$ cat src/rtl/memory_arbiter.sv
// memory_arbiter: CPU / loader access arbiter in front of a single-port memory.
// Define ARBITER_ROUND_ROBIN_EN for round-robin ties; default is fixed port-0 priority.
module memory_arbiter #(
  parameter int ADDRESS_WIDTH = 12,
  parameter int DATA_WIDTH    = 16
) (
  input  logic                     clk,
  input  logic                     reset,

  input  logic                     p0_req,
  input  logic [ADDRESS_WIDTH-1:0] p0_address,
  input  logic [DATA_WIDTH-1:0]    p0_data_in,
  input  logic [DATA_WIDTH/8-1:0]  p0_write_mask,
  input  logic                     p0_write_enable,
  output logic                     p0_ack,
  output logic [DATA_WIDTH-1:0]    p0_data_out,

  input  logic                     p1_req,
  input  logic [ADDRESS_WIDTH-1:0] p1_address,
  input  logic [DATA_WIDTH-1:0]    p1_data_in,
  input  logic [DATA_WIDTH/8-1:0]  p1_write_mask,
  input  logic                     p1_write_enable,
  output logic                     p1_ack,
  output logic [DATA_WIDTH-1:0]    p1_data_out,

  output logic [ADDRESS_WIDTH-1:0] mem_address,
  output logic [DATA_WIDTH-1:0]    mem_data_in,
  output logic [DATA_WIDTH/8-1:0]  mem_write_mask,
  output logic                     mem_write_enable,
  input  logic [DATA_WIDTH-1:0]    mem_data_out
);

  localparam int MW = DATA_WIDTH / 8;

  typedef enum logic [1:0] {
    IDLE,
    ISSUE,
    DONE
  } state_t;

  typedef struct packed {
    logic [ADDRESS_WIDTH-1:0] address;
    logic [DATA_WIDTH-1:0]    data;
    logic [MW-1:0]            mask;
    logic                     write;
  } cmd_t;

  state_t     state;
  logic       grant;
  logic [1:0] ack_q;
  logic       pick1;
  cmd_t       p0_cmd;
  cmd_t       p1_cmd;
  cmd_t       sel_cmd;

  assign p0_cmd = '{p0_address, p0_data_in, p0_write_mask, p0_write_enable};
  assign p1_cmd = '{p1_address, p1_data_in, p1_write_mask, p1_write_enable};

  // grant holds the last winner; on a tie round-robin favours the other port
  always_comb begin
    pick1 = 1'b0;
`ifdef ARBITER_ROUND_ROBIN_EN
    unique case (1'b1)
      (p0_req && p1_req):  pick1 = ~grant;
      (p1_req && !p0_req): pick1 = 1'b1;
      default:             pick1 = 1'b0;
    endcase
`else
    pick1 = p1_req && !p0_req;
`endif
  end

  assign sel_cmd = pick1 ? p1_cmd : p0_cmd;

  always_ff @(posedge clk) begin
    if (reset) begin
      state            <= IDLE;
      grant            <= 1'b1;
      ack_q            <= 2'b00;
      mem_address      <= '0;
      mem_data_in      <= '0;
      mem_write_mask   <= '1;
      mem_write_enable <= 1'b0;
    end else begin
      unique case (state)
        IDLE: begin
          if (p0_req || p1_req) begin
            grant            <= pick1;
            mem_address      <= sel_cmd.address;
            mem_data_in      <= sel_cmd.data;
            mem_write_mask   <= sel_cmd.mask;
            mem_write_enable <= sel_cmd.write;
            state            <= ISSUE;
          end
        end
        ISSUE: begin
          mem_write_enable <= 1'b0;
          ack_q            <= grant ? 2'b10 : 2'b01;
          state            <= DONE;
        end
        DONE: begin
          ack_q <= 2'b00;
          state <= IDLE;
        end
        default: state <= IDLE;
      endcase
    end
  end

  assign p0_ack = ack_q[0];
  assign p1_ack = ack_q[1];

  // registered memory read data lands in DONE, the only cycle an ack is high
  assign p0_data_out = ack_q[0] ? mem_data_out : '0;
  assign p1_data_out = ack_q[1] ? mem_data_out : '0;

endmodule

$ cat config.mk
export PLATFORM = sky130hd
export DESIGN_NAME = memory_arbiter
export DESIGN_NICKNAME = d
export VERILOG_FILES = /design/src/rtl/memory_arbiter.sv
export SDC_FILE = /design/constraint.sdc
export NUM_CORES = 1
export LEC_CHECK = 0
export CAP_MARGIN = 20
export CELL_PAD_IN_SITES_DETAIL_PLACEMENT = 0
export CELL_PAD_IN_SITES_GLOBAL_PLACEMENT = 2
export CORE_ASPECT_RATIO = 1.2
export CORE_MARGIN = 2
export CORE_UTILIZATION = 17
export DETAILED_ROUTE_END_ITERATION = 8
export PLACE_DENSITY_LB_ADDON = 0.1
export SETUP_SLACK_MARGIN = 0.5
export SYNTH_ARGS = -nofsm -noshare
export SYNTH_HDL_FRONTEND = slang
export SYNTH_SLANG_ARGS = --single-unit
export TNS_END_PERCENT = 50
$ cat constraint.sdc
create_clock -name clk -period 2.2 [get_ports clk]
set_clock_uncertainty 0.2 [all_clocks]
set_input_delay 0.55 -clock clk [delete_from_list [all_inputs] [get_ports clk]]
set_output_delay 0.55 -clock clk [all_outputs]
set_load 0.05 [all_outputs]
# Word level (Yosys, flattened, before mapping)
# Index checks and enable logic that the tools add are counted.
word_totals:
  input_bits: 82
  output_inout_bits: 65
  elab_cells: 27
  ff_bits: 36
op_classes:
  mux: 9
  n_reduce_logical: 8
  n_eq_ne: 3
op_table:
  columns: ["operator", "n"]
  rows:
  - ["$mux W16", 2]
  - ["$mux W31", 1]
  - ["$pmux W2 S2", 2]
  - ["$mux W2", 2]
  - ["$reduce_and A2 Y1", 2]
  - ["$reduce_bool A2 Y1", 2]
  - ["$eq A2 B1 Y1 const B", 1]
  - ["$eq A2 B2 Y1 const B", 1]
  - ["$logic_not A2 Y1", 1]
  - ["$ne A2 B2 Y1 const B", 1]
  - ["$pmux W1 S2", 1]
  - ["$logic_and A1 B1 Y1", 1]
  - ["$logic_not A1 Y1", 1]
  - ["$logic_or A1 B1 Y1", 1]
  - ["$mux W1", 1]

# Longest topological paths before layout
# Gate-level depths: netlist of run 1.
depth:
  depth_word: 5
  ltp_mapped: 7

# Least setup slack after synthesis of run 1
# No wires, ideal clock.
synth_path:
  path_kind: "reg2out"
  start: "register ack_q[1]"
  end: "output port p1_data_out[10]"
  path_slack_ns: 0.068
  stages_incl_launch_ff: 3
  required_time_ns: 1.450
  t_arrival_ns: 1.382
  cell_sequence: "dfxtp_1 > clkbuf_1 > and2_1"
synth_via:
  elab_chain_cells: 1
synth_rtl:
  columns: ["element", "line_no", "text"]
  rows:
  - ["start, declared", "50", "logic [1:0] ack_q;"]
  - ["start signal, assigned", "98", "ack_q <= grant ? 2'b10 : 2'b01;"]
  - ["$mux W16", "115", "assign p1_data_out = ack_q[1] ? mem_data_out : '0;"]
  - ["end, declared", "24", "output logic [DATA_WIDTH-1:0] p1_data_out,"]
# No other way between the ends.

# Worst setup path in the final report of run 1
layout_path:
  start: "register ack_q[0]"
  end: "output port p0_data_out[6]"
layout_via:
  elab_chain_cells: 1
layout_rtl:
  columns: ["element", "line_no", "text"]
  rows:
  - ["$mux W16", "114", "assign p0_data_out = ack_q[0] ? mem_data_out : '0;"]
  - ["end, declared", "16", "output logic [DATA_WIDTH-1:0] p0_data_out,"]
# No other way between the ends.

==> impl_metrics.env, run 1 <==
export IMPL_routedWlPerCell_um=13.41
export IMPL_synth_fp_nets=289
export IMPL_clock_path_buffers=2
export IMPL_finalCritPeriodShare=0.8242
export IMPL_ys_warn_count=0
export IMPL_clk_latency_ns=0.27
export IMPL_grt_max_degree=38
export IMPL_design_die_area_um2=11850
export IMPL_pin_count=147
export IMPL_die_w_um=99.69
export IMPL_drv_cap=0
export IMPL_status="completed"
export IMPL_coreArea_um2=10620
export IMPL_rr_endpoint="mem_data_in[14]$_SDFFE_PP0P_"
export IMPL_synth_common_cells="36 x dfxtp_1, 33 x mux2i_1, 32 x and2_1, 32 x nor2_1, 29 x a211oi_1"
export IMPL_final_core_util=0.3851
export IMPL_dp_slack_ns=0.05054
export IMPL_firstDrtPassIters=4
export IMPL_synth_cell_types=23
export IMPL_grt_usage=0.1090
export IMPL_syn_cell_area_um2=1868
export IMPL_path_buf_inv=2
export IMPL_synth_seq_area_share=0.3858
export IMPL_die_h_um=118.8
export IMPL_hold_end="mem_data_in[10]$_SDFFE_PP0P_"
export IMPL_nets=439
export IMPL_ys_flop_type="dfxtp_1"
export IMPL_intPower_uw=1807
export IMPL_path_class="reg -> out"
export IMPL_yosysMostFrequentCell="dfxtp_1"
export IMPL_grt_pass1_vias=1960
export IMPL_hold_class="reg -> reg"
export IMPL_ant_nets=0
export IMPL_dr_total_vias=1995
export IMPL_cts_buffers=5
export IMPL_cp_end_kind="output pin"
export IMPL_hp_start="mem_data_in[10]$_SDFFE_PP0P_"
export IMPL_worst_slew_pin_slew_ns=0.2321
export IMPL_fin_ws_ns=0.3867
export IMPL_start_util=0.1759
export IMPL_period_needed_ns=1.813
export IMPL_hpwl_um=4759
export IMPL_cp_common_cell="buf_12"
export IMPL_cp_arrival_ns=1.06
export IMPL_cpPeakStageDelay_ns=0.35
export IMPL_layout_drive_gt1_share=0.3598
export IMPL_drt_iter0_markers=34
export IMPL_cpLargestDelayFamily="flip-flops"
export IMPL_vias_per_cell=4.139
export IMPL_gp_congestion=0.6562
export IMPL_critical_path_startpoint_type="flop"
export IMPL_reg2reg_slack_ns=0.63
export IMPL_netlist_area_leader_share=0.3858
export IMPL_root_buffer="clkbuf_16"
export IMPL_r2r_cells=6
export IMPL_synth_edf_count=0
export IMPL_met3_usage=0.03404
export IMPL_rsz0062_at_grt="true"
export IMPL_swShare=0.3769
export IMPL_p_clk_frac=0.231
export IMPL_grtUsageMet2=0.1879
export IMPL_synth_largest_area_cell="dfxtp_1"
export IMPL_fillers=1083
export IMPL_ir_worst_vdd_mv=0.3231
export IMPL_syn_inst=203
export IMPL_clk_pin_slew_worst_paths_ns=0.05
export IMPL_setup_viol=0
export IMPL_rows=41
export IMPL_final_area_um2=4089
export IMPL_grt_overflow_total=0
export IMPL_slew_viol_final=0
export IMPL_switchingPower_uw=1093
export IMPL_top_usage_layer="met2"
export IMPL_slew_headroom=0.8453
export IMPL_final_hold_violation_count=0
export IMPL_finalSetupTns_ns=0
export IMPL_power_frac_comb=0.491
export IMPL_grt_first_pass_wirelength_um=10160
export IMPL_syn_to_final_growth_pct=118.9
export IMPL_cts_max_level=2
export IMPL_cp_max_fo=9
export IMPL_numPortBuffers=146
export IMPL_cts_sinks=36
export IMPL_maxClockFrequency_mhz=551.5
export IMPL_critical_path_required_ns=1.45
export IMPL_p_leak_uw=0.001819
export IMPL_powerDensity_nw_per_um2=709.3
export IMPL_seqPwrFrac=0.278
export IMPL_synth_area_leaders="dfxtp_1 39%, mux2i_1 18%, a211oi_1 12%"
export IMPL_drc_errors=0
export IMPL_synth_async_reset_ratio=0
export IMPL_antenna_found_initial=0
export IMPL_diodes=0
export IMPL_path_cells="buf_12 > and2_4 > buf_12"
export IMPL_totalWireLength_um=6465
export IMPL_holdPathStages=2
export IMPL_crit_slowest_cell="dfxtp_4"
export IMPL_placed_area_um2=3786
export IMPL_cts_tree="built"
export IMPL_rr_startpoint="state[0]$_SDFFE_PP0P_"
export IMPL_synth_seq_cells=36
export IMPL_gr_usage_met1=0.1291
export IMPL_avgSynthCellArea_um2=9.202
export IMPL_fin_total_pwr_uw=2900
==> flip-flops by register name, indices dropped and copies added (netlist names) <==
signal and cells:
mem_data_in 16, mem_address 12, ack_q 2, mem_write_mask 2, state 2, grant 1, mem_write_enable 1
==> layer usage <==
metal  part of all wire  vias to the layer above
li1                   -                     1010
met1               0.41                      886
met2               0.49                       95
met3              0.086                        4
met4             0.0091                        0
met5                  0                        -
==> power by group through the flow <==
stage,clock network (uW),logic (uW),registers (uW)
2_1_floorplan,0,478,1120
3_3_place_gp,0,1340,839
3_5_place_dp,0,1340,840
4_1_cts,712,1430,808
5_1_grt,736,1510,822
6_report,671,1420,806
==> worst max path at each step <==
stage	from	slack (ns)	depth (start not counted)	end
3_3_place_gp	p0_req	0.07	5	mem_address[2]$_SDFFE_PP0P_
3_5_place_dp	p0_req	0.05	5	mem_address[2]$_SDFFE_PP0P_
4_1_cts	ack_q[0]$_SDFFE_PP0P_	0.37	3	p0_data_out[10]
5_1_grt	ack_q[1]$_SDFFE_PP0P_	0.35	3	p1_data_out[15]
6_report	ack_q[0]$_SDFFE_PP0P_	0.39	3	p0_data_out[6]
2_1_floorplan	mem_data_out[0]	0.49	1	p0_data_out[0]
==> worst reg2reg max path, delay by kind of cell, from the launching register on <==
kind                       cells  cell delay, ns
DFF                            1            0.32
buffers and inverters          2            0.34
AOI/OAI and AO/OA              2            0.38
adders and majority gates      1            0.19
and+or+nand+nor                1            0.06
==> cells in the final DEF, fill, tap and decap left out, types with 2 or more instances in the layout <==
master            n
a211oi_1         29
a21oi_1           3
and2_4           32
buf_12           39
buf_4            36
buf_8             2
clkbuf_16         5
clkbuf_2          3
clkdlybuf4s15_1  13
clkdlybuf4s50_1  63
dfxtp_1          34
dfxtp_4           2
dlygate4sd2_1     2
ha_1              3
inv_1             3
mux2i_1          32
nand2_1           2
nor2_1           32
nor3_1            2
==> cell type report <==
class                           count  area [um^2]  share of cell area
Clock buffer                        6        128.9             0.03152
Inverter                            3        11.26            0.002754
Sequential cell                    36        728.2              0.1781
Tap cell                          129        161.4             0.03947
Timing Repair Buffer              160         1918              0.4691
Clock inverter                      1        5.005            0.001224
Multi-Input combinational cell    147         1136              0.2778
==> kinds of logic after synthesis <==
family / after synthesis / synth area share
simple gates: 73 / 0.1989
mux: 33 / 0.1768
compound gates: 37 / 0.1460
flops: 36 / 0.3858
buf+inv: 20 / 0.06564
fa+ha+maj: 4 / 0.02679
==> per-stage QoR <==
step / hold slack [ns] / cells
after CTS: 0.3026 / 481
after global routing: 0.3151 / 482
after global placement: 0.2868 / 467
after floorplan: 0.2629 / 203
after detailed placement: 0.2931 / 467
final: 0.2974 / 482
==> timing repair <==
action                                 CTS  global route
pin swaps                                5             0
endpoints found under the hold margin    0             0
cloned                                   1             0
hold buffers                             0             0
setup endpoints to repair               65            65
gates resized for setup                 52             7
buffers inserted                         6             1
No activity file was read; power rests on OpenSTA's default activity.
==> inputs of run 2 (changes only) <==
--- a/config.mk
+++ b/config.mk
@@ -10,7 +10,7 @@
 export CELL_PAD_IN_SITES_GLOBAL_PLACEMENT = 2
 export CORE_ASPECT_RATIO = 1.2
 export CORE_MARGIN = 2
-export CORE_UTILIZATION = 17
+export CORE_UTILIZATION = 15
 export DETAILED_ROUTE_END_ITERATION = 8
 export PLACE_DENSITY_LB_ADDON = 0.1
 export SETUP_SLACK_MARGIN = 0.5
==> constraint.sdc (replaced) <==
create_clock -name clk -period 1.6 [get_ports clk]
set_clock_uncertainty 0.2 [all_clocks]
set_input_delay 0.4 -clock clk [delete_from_list [all_inputs] [get_ports clk]]
set_output_delay 0.4 -clock clk [all_outputs]
set_load 0.05 [all_outputs]
==> run 2 against run 1 <==
Compared with the run above: the run now ends with setup timing left; register-to-register slack worse by 0.60 ns; worst setup slack got worse by 0.46 ns; die area increased by 13%; via count up 7.6%; largest cell class unchanged; highest routed layer unchanged; critical endpoint is now p0_data_out[9].
==> impl_metrics.env, run 2 (same netlist as run 1, synthesis figures left out) <==
export IMPL_diodes=0
export IMPL_design_die_area_um2=13370
export IMPL_final_cell_mix="72 x buf_12, 62 x clkdlybuf4s50_1, 32 x and2_4, 31 x mux2i_1, 29 x a211oi_2"
export IMPL_dpl_cell_count=503
export IMPL_reg_top3="mem_data_in (16), mem_address (12)"
export IMPL_final_cells=531
export IMPL_cp_max_fo=9
export IMPL_die_w_um=105.9
export IMPL_holdBufCountCts=0
export IMPL_path_cells="buf_6 > and2_4 > buf_12"
export IMPL_fin_ws_ns=-0.06915
export IMPL_top_register="mem_data_in"
export IMPL_rows=44
export IMPL_die_h_um=126.2
export IMPL_finalCritPeriodShare=1.043
export IMPL_numPortBuffers=146
export IMPL_clock_path_buffers=2
export IMPL_grt_overflow_total=0
export IMPL_violations="setup timing"
export IMPL_antenna_found_initial=0
export IMPL_p_leak_uw=0.002131
export IMPL_grt_max_degree=38
export IMPL_cts_sinks=36
export IMPL_syn_to_final_growth_pct=176.4
export IMPL_status="complete, but fails checks"
export IMPL_hold_class="reg -> reg"
export IMPL_final_hold_violation_count=0
export IMPL_cts_max_level=2
export IMPL_period_needed_ns=1.669
export IMPL_cpPeakStageDelay_ns=0.35
export IMPL_clk_latency_ns=0.28
export IMPL_vias_per_cell=4.041
export IMPL_cts_buffers=5
export IMPL_finalSetupTns_ns=-1.832
export IMPL_slew_viol_final=0
export IMPL_worst_slew_pin_slew_ns=0.2714
export IMPL_root_buffer="clkbuf_16"
export IMPL_layout_commonest_cell="buf_12"
export IMPL_powerDensity_nw_per_um2=946.0
export IMPL_setup_viol=34
export IMPL_firstDrtPassIters=3
export IMPL_path_class="reg -> out"
export IMPL_gp_congestion=0.6659
export IMPL_fillers=1188
export IMPL_hpwl_um=5393
export IMPL_critical_path_required_ns=1.00
export IMPL_coreArea_um2=12110
export IMPL_cp_arrival_ns=1.07
export IMPL_largest_reg_flops=16
export IMPL_layout_drive_gt1_share=0.6324
export IMPL_ant_nets=0
export IMPL_grt_pass1_vias=2202
export IMPL_grt_usage=0.1128
export IMPL_pin_count=147
export IMPL_reg2reg_slack_ns=0.03
export IMPL_drv_cap=0
export IMPL_ir_worst_vdd_mv=0.3621
export IMPL_rsz0062_at_grt="true"
export IMPL_nets=457
export IMPL_maxClockFrequency_mhz=599.1
export IMPL_grt_first_pass_wirelength_um=11670
export IMPL_start_util=0.1542
export IMPL_slew_headroom=0.8191
export IMPL_critical_path_startpoint_type="flop"
export IMPL_cp_end_kind="output pin"
export IMPL_dr_total_vias=2146
export IMPL_routedWlPerCell_um=14.81
export IMPL_drc_errors=0
export IMPL_drt_iter0_markers=22
export IMPL_crit_slowest_cell="dfxtp_4"
export IMPL_cts_tree="built"
export IMPL_totalWireLength_um=7866
export IMPL_clk_pin_slew_worst_paths_ns=0.05
## run 2: cell types whose count changed in the layout (fill, tap and decap cells not counted), sizes merged
cell and delta:
buf +19, dlygate4sd2 +15, clkdlybuf4s15 -12, clkbuf -2, bufbuf -1, clkdlybuf4s50 -1, clkinv -1
## run 2: where the power goes
group | total [uW] | leakage (uW) | switching (uW) | internal [uW]
clock network | 920 | 0.0000628 | 360 | 560
registers | 1230 | 0.000314 | 163 | 1060
logic | 2740 | 0.00175 | 1280 | 1460
total | 4880 | 0.00213 | 1800 | 3090
## run 2: worst max-delay path, delay by kind of cell, from the launching register on
kind | cells | cell delay [ns]
and+or+nand+nor | 1 | 0.16
DFF | 1 | 0.35
buffers and inverters | 2 | 0.28
## run 2: worst paths after layout
path                                     start                        endpoint  cells past startpoint
hold reg to reg   mem_data_in[10]$_SDFFE_PP0P_    mem_data_in[10]$_SDFFE_PP0P_                      2
setup reg to reg         state[1]$_SDFFE_PP0P_  mem_write_mask[0]$_SDFFE_PP1P_                      7
hold / removal    mem_data_in[10]$_SDFFE_PP0P_    mem_data_in[10]$_SDFFE_PP0P_                      2
setup / recovery         ack_q[0]$_SDFFE_PP0P_                  p0_data_out[9]                      3
## run 2: layout make-up
cell class / instances / area, um^2 / area share
multi-input combinational: 147 / 1445 / 0.2799
clock buffer: 6 / 128.9 / 0.02496
tap: 161 / 201.4 / 0.03902
timing repair buffer: 178 / 2566 / 0.4971
sequential: 36 / 809.5 / 0.1568
inverter: 3 / 11.26 / 0.002181
## run 2: metrics by stage
step	utilization	setup WS, ns	area (um^2)	power, uW	hold slack, ns
after global placement	0.3563	-0.3432	4315	3394	0.2966
final	0.4262	-0.06915	5162	4884	0.3064
after detailed placement	0.3563	-0.4052	4315	3400	0.3038
after floorplan	-	0.1382	2062	2290	0.2629
after CTS	0.4155	-0.08881	5032	4867	0.3079
after global routing	0.4262	-0.1035	5162	5100	0.3211
## run 2: timing repair
action,CTS,global route
gates cloned,5,1
setup endpoints to repair,101,101
buffers inserted,12,4
pin swaps,28,35
resized for setup,134,24
## run 2: routing by layer
layer	part of all wire	global-route usage	wire, um
met5	0	0	0
met4	0.016	0.03638	128
met3	0.089	0.04296	697
met2	0.51	0.2049	4026
met1	0.38	0.1195	3013
==> inputs of run 3 (changes only) <==
--- a/config.mk
+++ b/config.mk
@@ -12,6 +12,7 @@
 export CORE_MARGIN = 2
 export CORE_UTILIZATION = 15
 export DETAILED_ROUTE_END_ITERATION = 8
+export GPL_ROUTABILITY_DRIVEN = 0
 export PLACE_DENSITY_LB_ADDON = 0.1
 export SETUP_SLACK_MARGIN = 0.5
 export SYNTH_ARGS = -nofsm -noshare
==> results of run 3 <==
Final layout, timing and power as in run 2 (identical DEF).
